## config.mk

```make
export PLATFORM = sky130hd
export DESIGN_NAME = word_to_bytes_fifo
export DESIGN_NICKNAME = d
export VERILOG_FILES = /design/src/rtl/word_to_bytes_fifo.sv
export SDC_FILE = /design/constraint.sdc
export NUM_CORES = 1
export LEC_CHECK = 0
export CORE_MARGIN = 5
export CORE_UTILIZATION = 25
export CTS_BUF_LIST = sky130_fd_sc_hd__clkbuf_16
export CTS_CLUSTER_SIZE = 8
export DETAILED_ROUTE_END_ITERATION = 10
export PLACE_DENSITY = 0.41
export SYNTH_ARGS = -nofsm -noshare
export SYNTH_HDL_FRONTEND = slang
export SYNTH_SLANG_ARGS = --single-unit
```

## constraint.sdc

```tcl
create_clock -name clk -period 2.4 [get_ports clk]
set_input_delay 0.48 -clock clk [delete_from_list [all_inputs] [get_ports clk]]
set_output_delay 0.48 -clock clk [all_outputs]
set_load 0.1 [all_outputs]
```

## src/rtl/word_to_bytes_fifo.sv

```systemverilog
// Word-to-UART byte serializer with a one-word pending buffer.
// A word is split into bytes (configurable order, optional EOT trailer) and
// each byte is handed to the UART with a tx_start / tx_done_tick handshake.
// A second word arriving mid-transmission waits in the pending buffer, so
// back-to-back words stream without returning to IDLE. A further word is
// dropped and flagged in the sticky overflow bit.
module word_to_bytes_fifo #(
    parameter int         WORD_BYTES = 4,
    parameter bit         MSB_FIRST  = 1'b1,
    parameter bit         APPEND_EOT = 1'b0,
    parameter logic [7:0] EOT_CHAR   = 8'h04
) (
    input  logic                    clk,
    input  logic                    rst,
    input  logic                    word_ready,
    input  logic [8*WORD_BYTES-1:0] data_in,
    input  logic                    tx_busy,
    input  logic                    tx_done_tick,
    output logic                    tx_start,
    output logic [7:0]              data_out,
    output logic                    sending_word,
    output logic                    pending_full,
    output logic                    overflow
);

    localparam int CW = $clog2(WORD_BYTES + 1);
    localparam logic [CW-1:0] LAST = CW'(WORD_BYTES - 1);

    typedef enum logic [2:0] {
        IDLE,
        ARM,
        WAIT_DONE,
        EOT_ARM,
        EOT_WAIT
    } state_t;

    state_t                         state_q, state_d;
    logic [CW-1:0]                  cnt_q, cnt_d;
    logic [WORD_BYTES-1:0][7:0]     shift_q, shift_d;
    logic [WORD_BYTES-1:0][7:0]     pend_q, pend_d;
    logic                           pend_full_q, pend_full_d;
    logic                           ovf_q, ovf_d;
    logic                           tx_start_q, tx_start_d;
    logic [7:0]                     data_out_q, data_out_d;
    logic                           sending_q, sending_d;

    logic [CW-1:0]                  sel_idx;
    logic [7:0]                     sel_byte;
    logic                           eow;

    // Pick the byte addressed by the counter; plain index mux, no data arithmetic.
    always_comb begin
        sel_idx  = MSB_FIRST ? (LAST - cnt_q) : cnt_q;
        sel_byte = 8'h00;
        for (int i = 0; i < WORD_BYTES; i++) begin
            if (sel_idx == CW'(i)) sel_byte = shift_q[i];
        end
    end

    // Next-state logic: handshake FSM, end-of-word hand-off and pending buffer.
    always_comb begin
        state_d     = state_q;
        cnt_d       = cnt_q;
        shift_d     = shift_q;
        pend_d      = pend_q;
        pend_full_d = pend_full_q;
        ovf_d       = ovf_q;
        tx_start_d  = 1'b0;
        data_out_d  = data_out_q;
        sending_d   = sending_q;
        eow         = 1'b0;

        unique case (state_q)
            IDLE: begin
                if (word_ready) begin
                    shift_d   = data_in;
                    cnt_d     = '0;
                    sending_d = 1'b1;
                    state_d   = ARM;
                end
            end
            ARM: begin
                // data_out settles here and is frozen once tx_start fires
                data_out_d = sel_byte;
                if (!tx_busy) begin
                    tx_start_d = 1'b1;
                    state_d    = WAIT_DONE;
                end
            end
            WAIT_DONE: begin
                if (tx_done_tick) begin
                    if (cnt_q != LAST) begin
                        cnt_d   = cnt_q + CW'(1);
                        state_d = ARM;
                    end else if (APPEND_EOT) begin
                        state_d = EOT_ARM;
                    end else begin
                        eow = 1'b1;
                    end
                end
            end
            EOT_ARM: begin
                data_out_d = EOT_CHAR;
                if (!tx_busy) begin
                    tx_start_d = 1'b1;
                    state_d    = EOT_WAIT;
                end
            end
            EOT_WAIT: begin
                if (tx_done_tick) eow = 1'b1;
            end
            default: state_d = IDLE;
        endcase

        if (eow) begin
            // End of word: the pending word goes first; a word arriving in this
            // very cycle takes the freed slot, so nothing is dropped here.
            if (pend_full_q) begin
                shift_d = pend_q;
                cnt_d   = '0;
                state_d = ARM;
                if (word_ready) pend_d = data_in;
                else            pend_full_d = 1'b0;
            end else if (word_ready) begin
                shift_d = data_in;
                cnt_d   = '0;
                state_d = ARM;
            end else begin
                state_d   = IDLE;
                sending_d = 1'b0;
            end
        end else if (word_ready && (state_q != IDLE)) begin
            if (!pend_full_q) begin
                pend_d      = data_in;
                pend_full_d = 1'b1;
            end else begin
                ovf_d = 1'b1;
            end
        end
    end

    // State and registered outputs; reset aborts any word in flight.
    always_ff @(posedge clk or negedge rst) begin
        if (!rst) begin
            state_q     <= IDLE;
            cnt_q       <= '0;
            shift_q     <= '0;
            pend_q      <= '0;
            pend_full_q <= 1'b0;
            ovf_q       <= 1'b0;
            tx_start_q  <= 1'b0;
            data_out_q  <= 8'h00;
            sending_q   <= 1'b0;
        end else begin
            state_q     <= state_d;
            cnt_q       <= cnt_d;
            shift_q     <= shift_d;
            pend_q      <= pend_d;
            pend_full_q <= pend_full_d;
            ovf_q       <= ovf_d;
            tx_start_q  <= tx_start_d;
            data_out_q  <= data_out_d;
            sending_q   <= sending_d;
        end
    end

    assign tx_start     = tx_start_q;
    assign data_out     = data_out_q;
    assign sending_word = sending_q;
    assign pending_full = pend_full_q;
    assign overflow     = ovf_q;

endmodule
```

* Word-level counts from Yosys, hierarchy flattened *
Index checks and enable logic that the tools add are counted.

word-level totals
  bits in registers = 82
  bits in latches = 0
  memory bits (writable) = 0
  memory bits (read-only) = 0
  input bits = 37
  memories kept = 0

cells by class
  add/subtract/negate cells = 2
  multiply operators = 0
  divide/modulo/power cells = 0
  magnitude comparators = 0
  eq/ne operators = 17
  shift-type cells = 0
  multiplexer cells = 46
  bitwise operators = 1
  reductions and logical operators = 10

operators by type and width
  kind                 number
  $mux 32              10
  $mux 3               12
  $mux 8               4
  $mux 1               16
  $pmux 8 s2           1
  $ne 3x3->1 const B   5
  $pmux 3 s5           1
  $eq 3x2->1 const B   4
  $eq 3x1->1 const B   2
  $logic_not 3->1      2
  $ne 2x2->1 const B   3
  $pmux 3 s2           1
  $reduce_and 6->1     1
  $reduce_and 4->1     1
  $reduce_bool 2->1    2
  $add 3x1->3 const B  1
  $eq 3x3->1 const B   1
  $ne 3x2->1 const B   1
  $reduce_and 3->1     1
  $reduce_bool 3->1    1
  $sub 2x3->3 const A  1
  $ne 2x1->1 const B   1
  $pmux 1 s2           1
  $reduce_or 2->1      1
  other kinds (2)      2

* Depth between registers and ports, before layout *
Gate-level depths: netlist of run 1.

  depth after elaboration = 7
  depth in mapped cells = 8

* Least setup slack after synthesis of run 1 *
Ideal clock, no wire load.

  path type = register to register
  start point = register pend_full_q, in the netlist pending_full
  end point = register pend_q[0] (netlist name)
  setup time = 0.128 ns
  arrival time = 2.138 ns
  data required time = 2.272 ns
  slack = 0.134 ns
  stages on the path, launching flop included = 7
  buffers on the path = 1
  clock period less this slack = 2.266 ns
  path through = dfrtp_1 > inv_1 > and3_1 > a21oi_1 > o21ai_2 > buf_2 > mux2_1

between the ends
  longest elaborated chain between the ends = 2
  elaborated cells between the ends (all ways) = 3
  classes of those cells = eq/ne (2); reduce/logical (1)

ends and longest elaborated chain
  what                                                line  text
  from (decl)                                         41    logic pend_full_q, pend_full_d;
  from (signal assigned)                              159   pend_full_q <= pend_full_d;
  $ne 2x1->1 (no line) or $ne 2x2->1 (tied branches)  -
  $reduce_and 4->1 (no line) *                        -
  to (signal assigned)                                158   pend_q <= pend_d;
  to (decl)                                           40    logic [WORD_BYTES-1:0][7:0] pend_q, pend_d;

Mark *: on every way between the ends. The rest lies on a longest branch, timed or not.
A chain may end at the register's enable or synchronous reset.

* Final worst setup path of run 1 *
  start point = register cnt_q[1]
  end point = register data_out_q[3], in the netlist data_out[3]

between the ends
  longest elaborated chain between the ends = 7
  elaborated cells between the ends (all ways) = 10
  classes of those cells = add/sub (1); eq/ne (3); mux (5); reduce/logical (1)

ends and longest elaborated chain
  what                    line  text
  from (decl)             38    logic [CW-1:0] cnt_q, cnt_d;
  from (signal assigned)  156   cnt_q <= cnt_d;
  $sub 2x3->3 *           53    sel_idx = MSB_FIRST ? (LAST - cnt_q) : cnt_q;
  $logic_not 3->1         56    if (sel_idx == CW'(i)) sel_byte = shift_q[i];
  $mux 8 (3 in a row)     56
  $mux 8 *                56
  $pmux 8 s2 *            73    unique case (state_q)
  to (signal assigned)    162   data_out_q <= data_out_d;
  to (decl)               44    logic [7:0] data_out_q, data_out_d;

Marked as above.

==> flow_summary.html, run 1 <==
<table>
<tr><th>Metric</th><th>Value</th></tr>
<tr><th colspan="2">Global routing</th></tr>
<tr><td>Total global-route track usage</td><td>~11%</td></tr>
<tr><td>Number of global-route vias before repair</td><td>approximately 3100</td></tr>
<tr><td>Global-route wire length before repair</td><td>~17000 µm</td></tr>
<tr><td>Total congestion overflow after global routing</td><td>0</td></tr>
<tr><td>Number of antenna violations at the first check in global routing</td><td>0</td></tr>
<tr><td>Pin count of the biggest net entering global routing</td><td>a little over 50</td></tr>
<tr><th colspan="2">Floorplan</th></tr>
<tr><td>Total Die Area</td><td>0.0191 mm²</td></tr>
<tr><td># IOs</td><td>49</td></tr>
<tr><td>DIE WIDTH</td><td>around 140 µm</td></tr>
<tr><td>Die height</td><td>between 100 and 150 µm</td></tr>
<tr><td>Initial standard-cell utilization of the core</td><td>25.6%</td></tr>
<tr><td>Standard-cell row count</td><td>46</td></tr>
<tr><td>CORE AREA</td><td>0.0160 mm²</td></tr>
<tr><th colspan="2">Logic synthesis</th></tr>
<tr><td>Post-synth EDFFs</td><td>0</td></tr>
<tr><td>Synthesized netlist net count</td><td>just under 400</td></tr>
<tr><td>Synthesis warning total</td><td>0</td></tr>
<tr><td>Cell count after synthesis</td><td>~350</td></tr>
<tr><td>Synth unique cells</td><td>48</td></tr>
<tr><td>Post-synthesis register bit count</td><td>between 80 and 90</td></tr>
<tr><td>Portion of the post-synthesis area used by sequential elements</td><td>50.1%</td></tr>
<tr><td>Post-synthesis instance area</td><td>0.00410 mm²</td></tr>
<tr><td>Mapped Avg Cell Area</td><td>11.8 µm²</td></tr>
<tr><td>Synth Flop Type</td><td>sky130_fd_sc_hd__dfrtp_1</td></tr>
<tr><td>Post-synthesis async set-or-reset flop share</td><td>between 90% and 100%</td></tr>
<tr><th colspan="2">Route</th></tr>
<tr><td>Count of TritonRoute iterations in the first routing pass</td><td>4</td></tr>
<tr><td>Routed WL per cell</td><td>between 15 and 20 µm</td></tr>
<tr><td>Final wirelength</td><td>about 11000 µm</td></tr>
<tr><td>Total vias in the final route</td><td>approximately 3000</td></tr>
<tr><td>Residual DRC</td><td>0</td></tr>
<tr><td>Number of DRC markers after the initial detailed-route iteration</td><td>roughly 180</td></tr>
<tr><td>Vias per inst</td><td>4.78</td></tr>
<tr><td>Number of routed nets with antenna violations</td><td>0</td></tr>
<tr><th colspan="2">Flow run</th></tr>
<tr><td>Number of max-cap violations</td><td>0</td></tr>
<tr><th colspan="2">Place</th></tr>
<tr><td>Sum of net half-perimeters after detailed placement</td><td>roughly 7500 µm</td></tr>
<tr><td>Placement Cell Area</td><td>~0.005 mm²</td></tr>
<tr><td>Gp weighted congestion</td><td>about 0.80</td></tr>
<tr><td>Post-placement cell count</td><td>604</td></tr>
<tr><td>Worst setup timing slack at the placement stage</td><td>~0.014 ns</td></tr>
<tr><td>Number of input and output port buffers inserted</td><td>48</td></tr>
<tr><th colspan="2">CTS</th></tr>
<tr><td>Number of cells upsized or downsized after cts</td><td>0</td></tr>
<tr><td>Clock buffer count from CTS</td><td>9</td></tr>
<tr><td>H-Tree Level Count</td><td>3</td></tr>
<tr><td>Clk Latency, worst-skew pair</td><td>0.34 ns</td></tr>
<tr><td>Clock root buffer</td><td>sky130_fd_sc_hd__clkbuf_16</td></tr>
<tr><td>Clock Sink Count</td><td>roughly 80</td></tr>
<tr><td>Hold-fix buffers at CTS</td><td>0</td></tr>
<tr><td>Clock tree from TritonCTS</td><td>done</td></tr>
<tr><td>Post-CTS Setup Inserts</td><td>0</td></tr>
<tr><td>Clk buf depth</td><td>2</td></tr>
<tr><td>CTS clock-pin slew for the worst setup and hold paths</td><td>0.06 ns</td></tr>
<tr><th colspan="2">Setup path</th></tr>
<tr><td>Startpoint of the most critical register-to-register path</td><td>cnt_q[1]$_DFF_PN0_</td></tr>
<tr><td>Delay of the slowest critical-path stage</td><td>about 0.47 ns</td></tr>
<tr><td>Worst endpoint required time</td><td>around 2.6 ns</td></tr>
<tr><td>Path depth of the worst reg2reg path</td><td>6</td></tr>
<tr><td>Worst setup path class</td><td>flop to flop</td></tr>
<tr><td>Minimum setup slack among reg-to-reg paths</td><td>slightly above 0.3 ns</td></tr>
<tr><td>Cell with the largest stage delay on the worst path</td><td>sky130_fd_sc_hd__dfrtp_1</td></tr>
<tr><td>End of the worst register-to-register path</td><td>data_out[3]$_DFFE_PN0N_</td></tr>
<tr><td>Capturing element type of the critical path</td><td>flop</td></tr>
<tr><td>CP startpoint kind</td><td>flop</td></tr>
<tr><td>Arrival @ worst endpoint</td><td>~2.3 ns</td></tr>
<tr><td>Max Fanout on Critical Path</td><td>9</td></tr>
<tr><td>CP Cell Sequence</td><td>ha_1 -&gt; nor2b_1 -&gt; nor2_1 -&gt; a211oi_1 -&gt; o21bai_1 -&gt; a32o_1</td></tr>
<tr><th colspan="2">Final layout</th></tr>
<tr><td>Number of diodes</td><td>0</td></tr>
<tr><td>Layout Nets</td><td>~440</td></tr>
<tr><td>Highest-count cells in the layout ignoring fill and taps</td><td>sky130_fd_sc_hd__dfrtp_1, sky130_fd_sc_hd__o22ai_1, sky130_fd_sc_hd__clkdlybuf4s50_1, sky130_fd_sc_hd__mux2_1, sky130_fd_sc_hd__a2bb2oi_2</td></tr>
<tr><td>Number of filler instances in the final layout</td><td>1646</td></tr>
<tr><td>Layout-stage area growth over the synthesis result</td><td>26.6%</td></tr>
<tr><td>Layout Cell Area excl Fill</td><td>slightly above 0.005 mm²</td></tr>
<tr><td>Final standard cell count with taps included and fillers excluded</td><td>approximately 620</td></tr>
<tr><td>Layout cells sized above 1</td><td>20.8%</td></tr>
<tr><td>Most common cell after layout, fill and taps aside</td><td>sky130_fd_sc_hd__dfrtp_1</td></tr>
<tr><th colspan="2">STA</th></tr>
<tr><td>Unrepaired setup endpoints after global routing</td><td>false</td></tr>
<tr><td>Least setup slack across all paths after layout</td><td>0.303 ns</td></tr>
<tr><td>Count of pins over their slew limit</td><td>0</td></tr>
<tr><td>Achievable frequency</td><td>0.477 GHz</td></tr>
<tr><td>Final-report setup violation count</td><td>0</td></tr>
<tr><td>Slew at the pin closest to its max-slew limit</td><td>0.515 ns</td></tr>
<tr><td>Final critical-path required period</td><td>between 2 and 2.5 ns</td></tr>
<tr><td>Number of hold-slack violations in the final timing report</td><td>0</td></tr>
<tr><td>Worst-case headroom to the max-slew limit</td><td>approximately two thirds</td></tr>
<tr><td>Max Clock Skew</td><td>0.00595 ns</td></tr>
<tr><td>Post-route clock period utilization</td><td>a little under 90%</td></tr>
<tr><td>Final setup TNS</td><td>0 ns</td></tr>
<tr><th colspan="2">Power</th></tr>
<tr><td>Peak ir drop on the vdd network</td><td>~480 µV</td></tr>
<tr><td>Pwr/cell area</td><td>1260 mW/mm²</td></tr>
<tr><td>Leakage</td><td>2.25 nW</td></tr>
<tr><th colspan="2">Worst hold path</th></tr>
<tr><td>Worst hold-check path type</td><td>primary input to async pin</td></tr>
<tr><th colspan="2">Status</th></tr>
<tr><td>Outcome</td><td>finished, final reports clean</td></tr>
</table>
-- how the worst max path moves through the flow --
stage / startpoint / to / cells after the start
floorplan: pending_full$_DFFE_PN0P_ / pend_q[0]$_DFFE_PN0P_ / 6
global route: cnt_q[1]$_DFF_PN0_ / data_out[3]$_DFFE_PN0N_ / 6
CTS: cnt_q[1]$_DFF_PN0_ / data_out[3]$_DFFE_PN0N_ / 6
global placement: tx_done_tick / pend_q[7]$_DFFE_PN0P_ / 7
detailed placement: tx_done_tick / flop / 8
finish: cnt_q[1]$_DFF_PN0_ / data_out[3]$_DFFE_PN0N_ / 6
-- power breakdown --
part / switching [W] / total (W) / internal (W) / leakage [nW]
logic: 0.00160 / 0.00283 / 0.00123 / 1.11
registers: 0.000424 / 0.00233 / 0.00191 / 0.997
clock network: 0.000567 / 0.00136 / 0.000795 / 0.144
total: 0.00259 / 0.00652 / 0.00393 / 2.25
-- synthesized netlist by cell type (2+ instances only) --
cell type	n	area share (%)
sky130_fd_sc_hd__clkbuf_1	11	1.0
sky130_fd_sc_hd__a21oi_1	16	2.0
sky130_fd_sc_hd__o211ai_1	3	0.55
sky130_fd_sc_hd__ha_1	5	1.5
sky130_fd_sc_hd__or3_1	2	0.31
sky130_fd_sc_hd__nand2_1	20	1.8
sky130_fd_sc_hd__o22ai_1	38	5.8
sky130_fd_sc_hd__nor3b_1	2	0.37
sky130_fd_sc_hd__o21ai_0	11	1.3
sky130_fd_sc_hd__a2bb2oi_1	2	0.43
sky130_fd_sc_hd__buf_6	3	0.82
sky130_fd_sc_hd__and3_1	3	0.46
sky130_fd_sc_hd__inv_1	7	0.64
sky130_fd_sc_hd__a22oi_1	4	0.73
sky130_fd_sc_hd__nor2_1	14	1.3
sky130_fd_sc_hd__a32o_1	3	0.73
sky130_fd_sc_hd__dfrtp_1	82	50
sky130_fd_sc_hd__nand2b_1	5	0.76
sky130_fd_sc_hd__buf_2	9	1.1
sky130_fd_sc_hd__nand3b_1	3	0.55
sky130_fd_sc_hd__mux2_1	32	8.8
sky130_fd_sc_hd__o21ai_1	6	0.73
sky130_fd_sc_hd__nor3_1	6	0.73
sky130_fd_sc_hd__o21bai_1	2	0.37
sky130_fd_sc_hd__a2bb2oi_2	30	11
sky130_fd_sc_hd__a211oi_1	2	0.37
sky130_fd_sc_hd__nor2b_1	4	0.61
-- per-stage QoR --
stage | utilization (%) | hold slack [ns] | power [W]
2_1_floorplan | - | 0.184 | 0.00441
3_3_place_gp | 30.7 | 0.454 | 0.00518
3_5_place_dp | 30.7 | 0.476 | 0.00522
4_1_cts | 32.4 | 0.108 | 0.00661
5_1_grt | 32.4 | 0.128 | 0.00690
6_report | 32.4 | 0.0976 | 0.00652
-- kinds of logic (layout without fill, tap and decap cells) --
kind of cell               after synthesis  in the layout  synth area share [%]
muxes                                   33             33                  9.04
AOI/OAI and AO/OA                      126            126                  26.8
and+or+nand+nor                         66             66                  8.61
DFF                                     82             82                  50.1
adders and majority gates                5              5                  1.53
buffers and inverters                   34             91                  3.97
-- layout make-up --
cell class                 instances  area (µm²)  area share, %
sequential                        82        2050           39.5
tap                              216         270           5.21
multi-input combinational        230        1880           36.3
inverter                           9        33.8          0.651
clock inverter                     6        60.1           1.16
clock buffer                       9         225           4.34
timing repair buffer              67         666           12.8
-- worst max-delay path, delay by kind of cell, from the launching register on --
kind	cells	cell delay [ns]
and+or+nand+nor	2	0.56
AOI/OAI and AO/OA	3	0.71
DFF	1	0.47
adders and majority gates	1	0.24
-- layer usage --
| metal | up-vias | routed length [µm] | global-route usage, % |
|---|---|---|---|
| met5 | - | 0 | 0 |
| met2 | 53 | 5060 | 18.2 |
| met4 | 0 | 159 | 3.43 |
| met1 | 1469 | 5090 | 15.1 |
| li1 | 1425 | - | - |
| met3 | 12 | 318 | 2.93 |
Power figures use the tool's default switching activity.
==> run 2, diff against run 1 <==
--- a/config.mk
+++ b/config.mk
@@ -11,6 +11,8 @@
 export CTS_CLUSTER_SIZE = 8
 export DETAILED_ROUTE_END_ITERATION = 10
 export PLACE_DENSITY = 0.41
+export SETUP_SLACK_MARGIN = 0.5
+export SLEW_MARGIN = 20
 export SYNTH_ARGS = -nofsm -noshare
 export SYNTH_HDL_FRONTEND = slang
 export SYNTH_SLANG_ARGS = --single-unit
==> flow_summary.html, run 2 (synthesis results as in run 1) <==
<table>
<tr><th>Metric</th><th>Value</th></tr>
<tr><th colspan="2">Place</th></tr>
<tr><td>Number of input and output port buffers inserted</td><td>48</td></tr>
<tr><td>Gp weighted congestion</td><td>0.793</td></tr>
<tr><td>Sum of net half-perimeters after detailed placement</td><td>7520 µm</td></tr>
<tr><th colspan="2">CTS</th></tr>
<tr><td>Hold-fix buffers at CTS</td><td>0</td></tr>
<tr><td>H-Tree Level Count</td><td>3</td></tr>
<tr><td>Clock root buffer</td><td>sky130_fd_sc_hd__clkbuf_16</td></tr>
<tr><td>Clock buffer count from CTS</td><td>9</td></tr>
<tr><td>Clk buf depth</td><td>2</td></tr>
<tr><td>Clock tree from TritonCTS</td><td>done</td></tr>
<tr><td>Clock Sink Count</td><td>82</td></tr>
<tr><td>CTS clock-pin slew for the worst setup and hold paths</td><td>roughly 0.060 ns</td></tr>
<tr><td>Clk Latency, worst-skew pair</td><td>0.34 ns</td></tr>
<tr><th colspan="2">Setup path</th></tr>
<tr><td>Critical path startpoint</td><td>cnt_q[0]$_DFF_PN0_</td></tr>
<tr><td>Capturing element type of the critical path</td><td>flop</td></tr>
<tr><td>CP Cell Sequence</td><td>buf_6 -&gt; and3b_2 -&gt; buf_6 -&gt; nand2_4 -&gt; a221oi_4 -&gt; a21boi_4 -&gt; buf_12 -&gt; clkbuf_16 -&gt; a2bb2oi_2</td></tr>
<tr><td>Worst endpoint required time</td><td>about 2.7 ns</td></tr>
<tr><td>Cell with the largest stage delay on the worst path</td><td>sky130_fd_sc_hd__dfrtp_1</td></tr>
<tr><td>Delay of the slowest critical-path stage</td><td>~0.36 ns</td></tr>
<tr><td>Path depth of the worst reg2reg path</td><td>9</td></tr>
<tr><td>Arrival @ worst endpoint</td><td>around 2.2 ns</td></tr>
<tr><td>Worst setup path class</td><td>flop to flop</td></tr>
<tr><td>Startpoint of the most critical register-to-register path</td><td>cnt_q[0]$_DFF_PN0_</td></tr>
<tr><td>CP startpoint kind</td><td>flop</td></tr>
<tr><td>Worst path most repeated cell</td><td>sky130_fd_sc_hd__buf_6</td></tr>
<tr><td>Minimum setup slack among reg-to-reg paths</td><td>0.49 ns</td></tr>
<tr><td>Max Fanout on Critical Path</td><td>8</td></tr>
<tr><th colspan="2">Route</th></tr>
<tr><td>Total vias in the final route</td><td>~3100</td></tr>
<tr><td>Final wirelength</td><td>between 10000 and 15000 µm</td></tr>
<tr><td>Count of TritonRoute iterations in the first routing pass</td><td>4</td></tr>
<tr><td>Residual DRC</td><td>0</td></tr>
<tr><td>Number of DRC markers after the initial detailed-route iteration</td><td>123</td></tr>
<tr><td>Vias per inst</td><td>between 4 and 5</td></tr>
<tr><td>Number of routed nets with antenna violations</td><td>0</td></tr>
<tr><td>Routed WL per cell</td><td>between 15 and 20 µm</td></tr>
<tr><th colspan="2">Global routing</th></tr>
<tr><td>Total global-route track usage</td><td>11.9%</td></tr>
<tr><td>Number of global-route vias before repair</td><td>3153</td></tr>
<tr><td>Total congestion overflow after global routing</td><td>0</td></tr>
<tr><td>Pin count of the biggest net entering global routing</td><td>46</td></tr>
<tr><td>GR met2 Demand/Resource</td><td>18.3%</td></tr>
<tr><td>Global-route wire length before repair</td><td>~18000 µm</td></tr>
<tr><td>Met1 track demand over resource</td><td>approximately 17%</td></tr>
<tr><td>Number of antenna violations at the first check in global routing</td><td>0</td></tr>
<tr><td>Global-route layer with the greatest usage</td><td>met2</td></tr>
<tr><td>Global-route met3 utilization</td><td>3.38%</td></tr>
<tr><th colspan="2">Floorplan</th></tr>
<tr><td>DIE WIDTH</td><td>between 100 and 150 µm</td></tr>
<tr><td>Initial standard-cell utilization of the core</td><td>25.6%</td></tr>
<tr><td>CORE AREA</td><td>roughly 0.016 mm²</td></tr>
<tr><td>Total Die Area</td><td>about 0.019 mm²</td></tr>
<tr><td># IOs</td><td>between 40 and 50</td></tr>
<tr><td>Die height</td><td>between 100 and 150 µm</td></tr>
<tr><td>Standard-cell row count</td><td>46</td></tr>
<tr><th colspan="2">STA</th></tr>
<tr><td>Worst-case headroom to the max-slew limit</td><td>57.4%</td></tr>
<tr><td>Count of pins over their slew limit</td><td>0</td></tr>
<tr><td>Slew at the pin closest to its max-slew limit</td><td>approximately 0.64 ns</td></tr>
<tr><td>Number of hold-slack violations in the final timing report</td><td>0</td></tr>
<tr><td>Achievable frequency</td><td>0.523 GHz</td></tr>
<tr><td>Final-report setup violation count</td><td>0</td></tr>
<tr><td>Final setup TNS</td><td>0 ns</td></tr>
<tr><td>Max Clock Skew</td><td>~0.0096 ns</td></tr>
<tr><td>Unrepaired setup endpoints after global routing</td><td>true</td></tr>
<tr><td>Final critical-path required period</td><td>1.91 ns</td></tr>
<tr><td>Post-route clock period utilization</td><td>between 70% and 80%</td></tr>
<tr><th colspan="2">Final layout</th></tr>
<tr><td>Most common cell after layout, fill and taps aside</td><td>sky130_fd_sc_hd__dfrtp_1</td></tr>
<tr><td>Layout Nets</td><td>~460</td></tr>
<tr><td>Final core utilization</td><td>between 30% and 40%</td></tr>
<tr><td>Number of diodes</td><td>0</td></tr>
<tr><td>Number of filler instances in the final layout</td><td>1654</td></tr>
<tr><td>Highest-count cells in the layout ignoring fill and taps</td><td>sky130_fd_sc_hd__dfrtp_1, sky130_fd_sc_hd__o22ai_1, sky130_fd_sc_hd__clkdlybuf4s50_1, sky130_fd_sc_hd__buf_4</td></tr>
<tr><td>Layout-stage area growth over the synthesis result</td><td>38.1%</td></tr>
<tr><td>Layout cells sized above 1</td><td>around 37%</td></tr>
<tr><th colspan="2">Worst hold path</th></tr>
<tr><td>Worst hold-check path type</td><td>primary input to async pin</td></tr>
<tr><th colspan="2">Status</th></tr>
<tr><td>Outcome</td><td>finished, final reports clean</td></tr>
<tr><th colspan="2">Power</th></tr>
<tr><td>Pwr/cell area</td><td>1240 mW/mm²</td></tr>
<tr><td>Peak ir drop on the vdd network</td><td>~500 µV</td></tr>
<tr><td>Leakage</td><td>~2.5 nW</td></tr>
<tr><th colspan="2">Flow run</th></tr>
<tr><td>Number of max-cap violations</td><td>0</td></tr>
</table>
-- run 2: cell count changes in the layout (fill, tap and decap cells not counted), moves of 3 or more --
cell                        delta
sky130_fd_sc_hd__buf_16        +3
sky130_fd_sc_hd__dfrtp_1       -6
sky130_fd_sc_hd__clkbuf_16     +3
sky130_fd_sc_hd__mux2_4       +32
sky130_fd_sc_hd__buf_4         +7
sky130_fd_sc_hd__a21oi_1       -3
sky130_fd_sc_hd__a21oi_2       +3
sky130_fd_sc_hd__dfrtp_2       +5
sky130_fd_sc_hd__buf_6         +5
sky130_fd_sc_hd__mux2_1       -32
-- run 2: area by class of cell --
type	count	area (µm²)	share of cell area, %
multi-input cells	230	2080	36.8
flip-flops and latches	82	2060	36.4
repair buffers	85	926	16.4
well taps	216	270	4.77
clock buffers	9	225	3.98
clock inverters	6	58.8	1.04
inverters	9	33.8	0.597
-- run 2: layer usage --
metal	share of wire, %	vias up
met1	48	1583
met2	47	64
met5	0	-
met4	1.0	0
met3	3.9	10
li1	-	1447
-- run 2: worst max-delay path: cells and delay by family, from the launching register on --
family	cells	cell delay, ns
flip-flops	1	0.36
AO/OA/AOI/OAI	3	0.66
buffers and inverters	4	0.54
AND/OR/NAND/NOR	2	0.27
-- run 2: timing repair --
action                                  CTS  global route
pin swaps                                 1             6
cloned                                    2             4
setup buffers                             8             4
endpoints found under the setup margin   67            75
gates resized for setup                  16            51
-- run 2: where the power goes --
group	total, W	switching (W)	leakage (nW)	internal (W)
logic	0.00329	0.00173	1.37	0.00156
registers	0.00237	0.000453	0.990	0.00191
clock network	0.00138	0.000581	0.141	0.000795
total	0.00704	0.00276	2.50	0.00427
-- run 2: through the flow --
stage	area (µm²)	std cells	total power (W)	setup slack, ns	hold slack, ns
floorplan	4100	346	0.00441	0.498	0.184
global placement	4880	604	0.00517	0.0199	0.459
detailed placement	4880	604	0.00522	0.00293	0.474
CTS	5320	629	0.00668	0.473	0.172
global route	5660	637	0.00742	0.418	0.194
finish	5660	637	0.00704	0.489	0.157
-- run 2: how the worst min path moves through the flow --
stage                              start                endpoint  slack [ns]  depth (start not counted)
finish                               rst  pend_q[20]$_DFFE_PN0P_        0.16                          1
global route                         rst  pend_q[24]$_DFFE_PN0P_        0.19                          1
CTS                                  rst  pend_q[20]$_DFFE_PN0P_        0.17                          1
detailed placement  overflow$_DFFE_PN0P_    overflow$_DFFE_PN0P_        0.47                          2
global placement    overflow$_DFFE_PN0P_    overflow$_DFFE_PN0P_        0.46                          2
floorplan                            rst               async pin        0.18                          0
